--- config.mk ---
export PLATFORM = sky130hd
export DESIGN_NAME = irq_resolver
export DESIGN_NICKNAME = d
export VERILOG_FILES = /design/src/rtl/irq_pkg.sv /design/src/rtl/prio_onehot.sv /design/src/rtl/irq_resolver.sv
export SDC_FILE = /design/constraint.sdc
export NUM_CORES = 1
export LEC_CHECK = 0
export ABC_AREA = 1
export ABC_CLOCK_PERIOD_IN_PS = 1900
export CORE_MARGIN = 5
export CORE_UTILIZATION = 42
export CTS_CLUSTER_DIAMETER = 30
export DETAILED_ROUTE_END_ITERATION = 10
export DONT_BUFFER_PORTS = 1
export GPL_ROUTABILITY_DRIVEN = 0
export GPL_TIMING_DRIVEN = 1
export PLACE_DENSITY = 0.53
export SLEW_MARGIN = 10
export SYNTH_ARGS = -nofsm -noshare
export SYNTH_HDL_FRONTEND = slang
export SYNTH_SLANG_ARGS = --single-unit
--- constraint.sdc ---
create_clock -name clk -period 1.9 [get_ports clk]
set_clock_uncertainty 0.1 [all_clocks]
set_input_delay 0.19 -clock clk [delete_from_list [all_inputs] [get_ports clk]]
set_output_delay 0.19 -clock clk [all_outputs]
set_load 0.005 [all_outputs]
--- src/rtl/irq_pkg.sv ---
// Shared definitions for the interrupt resolver: handshake FSM encoding,
// channel-ID width helper and the spurious vector ID.
// Latency: n/a (definitions only). Backpressure: n/a.
package irq_pkg;

  // Acknowledge handshake: IDLE waits for the first INTA pulse, ACK1 waits
  // for the second, ACK2 is the single cycle in which the vector is valid.
  typedef enum logic [1:0] {
    IDLE = 2'd0,
    ACK1 = 2'd1,
    ACK2 = 2'd2
  } irq_state_t;

  localparam int IRQ_N_DEFAULT = 8;

  // Width of a binary channel ID. A 2-channel build still needs one bit.
  function automatic int id_w(input int n);
    return (n <= 2) ? 1 : $clog2(n);
  endfunction

  // ID reported when an acknowledge finds nothing pending.
  function automatic int spurious_vec(input int n);
    return n - 1;
  endfunction

  localparam int SPURIOUS_VEC_DEFAULT = IRQ_N_DEFAULT - 1;

endpackage

--- src/rtl/prio_onehot.sv ---
// Rotating-priority picker: first set request at or after ptr, wrapping.
// Latency: purely combinational. Backpressure: none.
// Ports: req (request vector), ptr (highest-priority channel) ->
//        onehot (winner), id (binary winner), any (some request set).
module prio_onehot
  import irq_pkg::*;
#(
  parameter int N    = IRQ_N_DEFAULT,
  parameter int ID_W = id_w(N)
) (
  input  logic [N-1:0]    req,
  input  logic [ID_W-1:0] ptr,
  output logic [N-1:0]    onehot,
  output logic [ID_W-1:0] id,
  output logic            any
);

  logic [ID_W-1:0] idx;

  // Scan from the lowest priority up so the highest-priority hit is the
  // last assignment. N is a power of two, so ID_W-bit addition wraps mod N.
  always_comb begin
    onehot = '0;
    id     = '0;
    any    = 1'b0;
    idx    = '0;
    for (int j = N - 1; j >= 0; j--) begin
      idx = ptr + ID_W'(j);
      if (req[idx]) begin
        onehot      = '0;
        onehot[idx] = 1'b1;
        id          = idx;
        any         = 1'b1;
      end
    end
  end

endmodule

--- src/rtl/irq_resolver.sv ---
// Interrupt resolver: edge-latched IRR, masking, priority pick, two-pulse
// INTA handshake moving the winner into the one-hot ISR.
// Latency: ir_in edge -> irr 1 cycle, int_out 2 cycles; 2nd ack -> vec_valid
// 1 cycle. Backpressure: none; ack in ACK2 is ignored.
// Optional feature macro: IRQ_ROTATE_EN (rotating priority pointer). Without
// it the pointer is tied to 0 (channel 0 highest) and rotate_en is ignored.
// Ports: clk/rst; ir_in, imr (requests, mask); ack, eoi, eoi_specific,
//        eoi_id, rotate_en (CPU side); int_out, vec_valid, vec_id,
//        spurious, irr, isr (status/outputs).
module irq_resolver
  import irq_pkg::*;
#(
  parameter int N    = IRQ_N_DEFAULT,
  parameter int ID_W = id_w(N)
) (
  input  logic            clk,
  input  logic            rst,
  input  logic [N-1:0]    ir_in,
  input  logic [N-1:0]    imr,
  input  logic            ack,
  input  logic            eoi,
  input  logic            eoi_specific,
  input  logic [ID_W-1:0] eoi_id,
  input  logic            rotate_en,
  output logic            int_out,
  output logic            vec_valid,
  output logic [ID_W-1:0] vec_id,
  output logic            spurious,
  output logic [N-1:0]    irr,
  output logic [N-1:0]    isr
);

  localparam logic [ID_W-1:0] SPUR_ID = ID_W'(spurious_vec(N));

  irq_state_t      state, state_n;
  logic [N-1:0]    ir_prev, ir_rise, req;
  logic [N-1:0]    req_oh, isr_oh, eoi_clr, ack_set;
  logic [ID_W-1:0] req_id, isr_id, p;
  logic [ID_W-1:0] req_rank, isr_rank;
  logic            req_any, isr_any, take, int_n;

  assign ir_rise = ir_in & ~ir_prev;
  assign req     = irr & ~imr;

  prio_onehot #(.N(N), .ID_W(ID_W)) u_req_pick (
    .req    (req),
    .ptr    (p),
    .onehot (req_oh),
    .id     (req_id),
    .any    (req_any)
  );

  prio_onehot #(.N(N), .ID_W(ID_W)) u_isr_pick (
    .req    (isr),
    .ptr    (p),
    .onehot (isr_oh),
    .id     (isr_id),
    .any    (isr_any)
  );

  // First acknowledge captures the winner.
  assign take    = (state == IDLE) && ack;
  assign ack_set = (take && req_any) ? req_oh : '0;

  // EOI resolves against the current (pre-ack) ISR.
  always_comb begin
    eoi_clr = '0;
    if (eoi) begin
      if (eoi_specific) begin
        if (isr[eoi_id]) eoi_clr[eoi_id] = 1'b1;
      end else begin
        eoi_clr = isr_oh;
      end
    end
  end

  // Rank relative to the pointer: smaller rank = higher priority. Wraps mod N.
  assign req_rank = req_id - p;
  assign isr_rank = isr_id - p;
  assign int_n    = req_any && (!isr_any || (req_rank < isr_rank));

  always_comb begin
    state_n = state;
    case (state)
      IDLE:    if (ack) state_n = ACK1;
      ACK1:    if (ack) state_n = ACK2;
      ACK2:    state_n = IDLE;
      default: state_n = IDLE;
    endcase
  end

  always_ff @(posedge clk or posedge rst) begin
    if (rst) begin
      state <= IDLE;
    end else begin
      state <= state_n;
    end
  end

  always_ff @(posedge clk or posedge rst) begin
    if (rst) begin
      ir_prev   <= '0;
      irr       <= '0;
      isr       <= '0;
      int_out   <= 1'b0;
      vec_valid <= 1'b0;
      vec_id    <= '0;
      spurious  <= 1'b0;
    end else begin
      ir_prev   <= ir_in;
      // A new edge on a channel being acknowledged wins over the clear.
      irr       <= (irr & ~ack_set) | ir_rise;
      // Set after clear: an ack set on the EOI target survives.
      isr       <= (isr & ~eoi_clr) | ack_set;
      int_out   <= int_n;
      vec_valid <= (state == ACK1) && ack;
      if (take) begin
        vec_id   <= req_any ? req_id : SPUR_ID;
        spurious <= !req_any;
      end
    end
  end

`ifdef IRQ_ROTATE_EN
  logic [ID_W-1:0] eoi_k;
  logic            eoi_hit;

  assign eoi_hit = |eoi_clr;
  assign eoi_k   = eoi_specific ? eoi_id : isr_id;

  // The level just retired becomes lowest priority.
  always_ff @(posedge clk or posedge rst) begin
    if (rst) begin
      p <= '0;
    end else if (eoi_hit && rotate_en) begin
      p <= eoi_k + 1'b1;
    end
  end
`else
  logic unused_rotate;

  assign p             = '0;
  assign unused_rotate = rotate_en;
`endif

endmodule
==> results of run 1 <==
[metal layers]
| metal | vias up | part of all wire, % | GRT usage, % |
|---|---|---|---|
| met2 | 35 | 48 | 26.8 |
| li1 | 779 | - | - |
| met5 | - | 0 | 0 |
| met4 | 0 | 1.6 | 7.44 |
| met3 | 5 | 8.2 | 6.43 |
| met1 | 635 | 42 | 18.4 |
[cell families (layout without fill, tap and decap cells)]
family / Yosys count / after routing / share of synthesized area, %
flip-flops: 32 / 32 / 46.7
AND/OR/NAND/NOR: 129 / 129 / 32.2
adder cells (fa/ha/maj): 2 / 2 / 1.46
buffers and inverters: 47 / 73 / 11.2
AO/OA/AOI/OAI: 27 / 27 / 8.47
[state kept, by name (all words and copies together) (netlist names)]
register / count
spurious: 1
irr: 8
vec_id: 3
ir_prev: 8
state: 2
vec_valid: 1
isr: 8
int_out: 1
[power breakdown]
part	internal, mW	total, mW	switching [mW]	leakage (nW)
combinational	0.340	0.848	0.508	0.699
sequential	0.834	0.952	0.117	0.371
clock	0.295	0.526	0.231	0.0455
total	1.47	2.33	0.856	1.12
[through the flow]
step / worst slack, ns / cell area (µm²)
after detailed placement: 0.159 / 1810
after global placement: 0.193 / 1810
after CTS: 0.137 / 2020
after global routing: 0.0139 / 2030
final: 0.159 / 2030
after floorplan: 0.286 / 1710
[worst max path at each step]
stage                          to  slack (ns)  cells after the start
after detailed placement  int_out        0.16                     11
after floorplan           int_out        0.29                      6
final                     int_out        0.16                     11
after global routing      int_out        0.01                     13
after global placement    int_out        0.19                     11
after CTS                 int_out        0.14                     11
[worst min-delay path: stages]
cell and delay (ns):
inv_2 0.02, nand2_2 0.07, o21ai_1 0.07
[Yosys cell counts, drive strengths merged]
| cell type | number | area, µm² |
|---|---|---|
| a21oi | 6 | 30.0 |
| a31oi | 1 | 6.26 |
| buf | 2 | 22.5 |
| dfrtp | 32 | 801 |
| ha | 2 | 25.0 |
| inv | 45 | 169 |
| nand2 | 86 | 340 |
| nand3 | 8 | 40.0 |
| nand3b | 1 | 7.51 |
| nand4 | 4 | 25.0 |
| nor2 | 26 | 113 |
| nor3 | 3 | 20.0 |
| o21ai | 17 | 85.1 |
| o22a | 1 | 8.76 |
| o22ai | 1 | 6.26 |
| o41ai | 1 | 8.76 |
| or2 | 1 | 6.26 |
[area by class of cell]
| type | instances | share of cell area, % |
|---|---|---|
| clock buffer | 8 | 4.44 |
| timing repair buffer | 20 | 8.87 |
| tap | 50 | 3.08 |
| multi-input combinational | 158 | 35.9 |
| inverter | 45 | 8.32 |
| sequential | 32 | 39.4 |
[timing repair]
action | CTS | global route
endpoints found under the hold margin | 58 | 0
gates resized for setup | 0 | 1
hold buffers | 12 | 0
endpoints found under the setup margin | 0 | 1
buffers inserted | 0 | 0
==> impl_metrics.env, run 1 <==
export IMPL_synth_area_um2=1710
export IMPL_cts_root_buffer="clkbuf_8"
export IMPL_coreArea_um2=3970
export IMPL_syn_area_per_cell_um2=7.23
export IMPL_path_max_fanout=4
export IMPL_ys_ff_latch=32
export IMPL_clock_path_buffers=2
export IMPL_fin_crit_ns=1.74
export IMPL_grt_overflow=0
export IMPL_synth_warnings=0
export IMPL_setup_viol=0
export IMPL_crit_family="simple AND/OR/NAND/NOR gates"
export IMPL_multi_input_area_um2=728
export IMPL_syn_nets=264
export IMPL_p_per_area_nw_per_um2=1150
export IMPL_drt_iter0_drc=56
export IMPL_clk_latency_ns=0.28
export IMPL_hold_depth=3
export IMPL_hold_slack_ns=0.0101
export IMPL_required_ns=2.01
export IMPL_worstPathArrival_ns=1.85
export IMPL_min_from="imr[0]"
export IMPL_cts_num_sinks=32
export IMPL_startpoint_type="flop"
export IMPL_grt_max_degree=33
export IMPL_ios=47
export IMPL_slowest_delay_ns=0.41
export IMPL_worst_r2r_setup_slack_ns=0.16
export IMPL_hold_class="primary input to flop"
export IMPL_ant_nets=0
export IMPL_first_global_vias=1547
export IMPL_core_rowCount=23
export IMPL_rsz0062_at_grt="no"
export IMPL_antenna_cells=0
export IMPL_rr_startpoint="irr[1]"
export IMPL_numCtsBuffers=5
export IMPL_timing_max_cap_violations=0
export IMPL_ff2ff_path_depth=11
export IMPL_worst_path_buf_inv=3
export IMPL_dieArea_um2=5460
export IMPL_antenna_found_initial=0
export IMPL_utilization_pct=51.1
export IMPL_initial_utilization_pct=43.2
export IMPL_ir_drop_mv=0.595
export IMPL_final_cells=313
export IMPL_dp_cells=293
export IMPL_power_total_mw=2.33
export IMPL_drc=0
export IMPL_layout_common_cells="nand2_1, inv_1, dfrtp_1"
export IMPL_wire_per_inst_um=12.1
export IMPL_area_growth_syn_to_layout_pct=18.5
export IMPL_detailed_place_hpwl_mm=3.03
export IMPL_io_buffers=0
export IMPL_drive_gt1_share_pct=14.1
export IMPL_tightest_slew_ns=0.398
export IMPL_min_to="isr[0]"
export IMPL_htree_levels=2
export IMPL_max_freq_ghz=0.575
export IMPL_first_pass_iters=4
export IMPL_r2r_end="int_out"
export IMPL_num_fill_cells=422
export IMPL_layout_nets=289
export IMPL_maxSlewViolCount=0
export IMPL_critPathLaunch="irr[1]"
export IMPL_fin_tns_setup_ns=0
export IMPL_grtUsageTotal_pct=16.3
export IMPL_syn_inst=237
export IMPL_vias=1454
export IMPL_crit_type="flop to flop"
export IMPL_dieHeight_um=73.9
export IMPL_endpoint_kind="flop"
export IMPL_crit_path_cell_trace="inv_2, nor2_2, inv_1, nand2_2, nor2_4, inv_2, nor2_1, ha_1, a21oi_1, nand2_1, a21oi_1"
export IMPL_final_common_cell="nand2_1"
export IMPL_synth_seq_area_share_pct=46.7
export IMPL_hold_violations=0
export IMPL_wl_mm=3.78
export IMPL_status="finished, final reports clean"
export IMPL_routed_via_density=4.65
export IMPL_seq_area_um2=801
export IMPL_cts_clk_slew_worst_paths_ns=0.07
export IMPL_relSlewSlack_pct=73.4
export IMPL_crit_slowest_cell="dfrtp_1"
export IMPL_cts_tree="yes"
export IMPL_synthDistinctLibCells=24
export IMPL_period_share_pct=91.6
export IMPL_leakage_nw=1.12
export IMPL_die_w_um=73.9
export IMPL_grt_pass1_wl_mm=6.57
Note: power is estimated with default switching activity, not from simulation.
==> run 2: changes to the inputs <==
--- a/config.mk
+++ b/config.mk
@@ -7,6 +7,7 @@
 export LEC_CHECK = 0
 export ABC_AREA = 1
 export ABC_CLOCK_PERIOD_IN_PS = 1900
+export CORE_ASPECT_RATIO = 0.75
 export CORE_MARGIN = 5
 export CORE_UTILIZATION = 42
 export CTS_CLUSTER_DIAMETER = 30
==> impl_metrics.env, run 2 (same netlist as run 1, synthesis figures left out) <==
export IMPL_routed_via_density=4.62
export IMPL_clock_path_buffers=2
export IMPL_htree_levels=2
export IMPL_utilization_pct=50.8
export IMPL_grtUsageTotal_pct=15.8
export IMPL_grt_max_degree=33
export IMPL_num_fill_cells=406
export IMPL_clk_latency_ns=0.28
export IMPL_leakage_nw=1.12
export IMPL_core_rowCount=20
export IMPL_cts_root_buffer="clkbuf_8"
export IMPL_first_pass_iters=4
export IMPL_period_share_pct=90.8
export IMPL_area_growth_syn_to_layout_pct=18.6
export IMPL_crit_family="simple AND/OR/NAND/NOR gates"
export IMPL_grt_overflow=0
export IMPL_antenna_found_initial=0
export IMPL_hold_class="primary input to flop"
export IMPL_first_global_vias=1444
export IMPL_final_common_cell="nand2_1"
export IMPL_rsz0062_at_grt="no"
export IMPL_cts_tree="yes"
export IMPL_dpl_cell_area_um2=1820
export IMPL_path_max_fanout=4
export IMPL_final_area_um2=2030
export IMPL_largest_registers="ir_prev: 8 flops, irr: 8 flops, isr: 8 flops"
export IMPL_vias=1470
export IMPL_multi_input_area_um2=724
export IMPL_wl_mm=3.89
export IMPL_coreArea_um2=4000
export IMPL_wire_per_inst_um=12.2
export IMPL_status="finished, final reports clean"
export IMPL_required_ns=2.01
export IMPL_detailed_place_hpwl_mm=3.06
export IMPL_maxSlewViolCount=0
export IMPL_dieArea_um2=5470
export IMPL_post_cts_buffers=0
export IMPL_crit_slowest_cell="dfrtp_1"
export IMPL_ant_nets=0
export IMPL_relSlewSlack_pct=73.2
export IMPL_die_w_um=83.8
export IMPL_hold_slack_ns=0.0261
export IMPL_ir_drop_mv=0.551
export IMPL_crit_path_cell_trace="inv_2, nor2_2, inv_2, nand2_1, nor2_4, inv_2, nor2_1, ha_1, a21oi_1, nand2_1, a21oi_1"
export IMPL_fin_crit_ns=1.72
export IMPL_drive_gt1_share_pct=14.1
export IMPL_seq_area_um2=801
export IMPL_initial_utilization_pct=42.8
export IMPL_slowest_delay_ns=0.39
export IMPL_layout_nets=289
export IMPL_drc=0
export IMPL_cts_clk_slew_worst_paths_ns=0.06
export IMPL_drt_iter0_drc=86
export IMPL_antenna_cells=0
export IMPL_critPathMostFrequentCell="inv_2"
export IMPL_setup_viol=0
export IMPL_worstPathArrival_ns=1.83
export IMPL_timing_max_cap_violations=0
export IMPL_grt_pass1_wl_mm=6.78
export IMPL_crit_type="flop to flop"
export IMPL_tightest_slew_ns=0.402
export IMPL_fin_tns_setup_ns=0
export IMPL_dieHeight_um=65.3
export IMPL_worst_path_buf_inv=3
export IMPL_cts_num_sinks=32
export IMPL_max_freq_ghz=0.580
export IMPL_layout_common_cells="nand2_1, inv_1, dfrtp_1"
export IMPL_p_per_area_nw_per_um2=1140
export IMPL_endpoint_kind="flop"
export IMPL_numCtsBuffers=5
export IMPL_ios=47
export IMPL_io_buffers=0
export IMPL_startpoint_type="flop"
export IMPL_hold_violations=0
## run 2: area by class of cell
cell class,instances,share of cell area (%)
clock buffers,8,4.43
inverters,45,8.31
multi-input cells,158,35.6
flip-flops and latches,32,39.4
well taps,55,3.38
repair buffers,20,8.86
## run 2: worst register-to-register path: cells and delay by family, from the launching register on
| kind | cells | cell delay (ns) |
|---|---|---|
| compound gates | 2 | 0.27 |
| fa+ha+maj | 1 | 0.31 |
| buf+inv | 3 | 0.18 |
| flops | 1 | 0.39 |
| simple gates | 5 | 0.42 |
## run 2: stage by stage
stage / setup WS (ns) / total power, mW / cells
6_report: 0.175 / 2.31 / 318
5_1_grt: 0.000133 / 2.53 / 318
4_1_cts: 0.145 / 2.34 / 318
3_5_place_dp: 0.182 / 1.78 / 298
3_3_place_gp: 0.191 / 1.78 / 298
2_1_floorplan: 0.286 / 1.53 / 237
## run 2: repair_timing
item	in CTS	in global routing
setup endpoints to repair	0	1
resized for setup	0	1
endpoints found under the hold margin	58	0
hold buffers	12	0
## run 2: path summary, 6_finish.rpt
check | startpoint | to | slack, ns | cells past startpoint
min | imr[0] | isr[0] | 0.03 | 3
min reg2reg | ir_prev[6] | irr[6] | 0.30 | 1
max in group asynchronous | rst | isr[0] | 1.06 | 3
max | irr[2] | int_out | 0.18 | 11
min in group asynchronous | rst | spurious | 0.36 | 3
max reg2reg | irr[2] | int_out | 0.18 | 11
## run 2: where the power goes
group | internal [mW] | total (mW) | switching [mW]
clock network | 0.295 | 0.530 | 0.235
registers | 0.835 | 0.971 | 0.136
logic | 0.331 | 0.813 | 0.482
total | 1.46 | 2.31 | 0.853
## run 2: metal layers
| metal | track usage (%) | vias to the layer above | wire length (µm) |
|---|---|---|---|
| met2 | 22.0 | 39 | 1580 |
| met4 | 5.42 | 0 | 37 |
| met3 | 5.89 | 4 | 280 |
| met5 | 0 | - | 0 |
| li1 | - | 782 | - |
| met1 | 22.3 | 645 | 1990 |
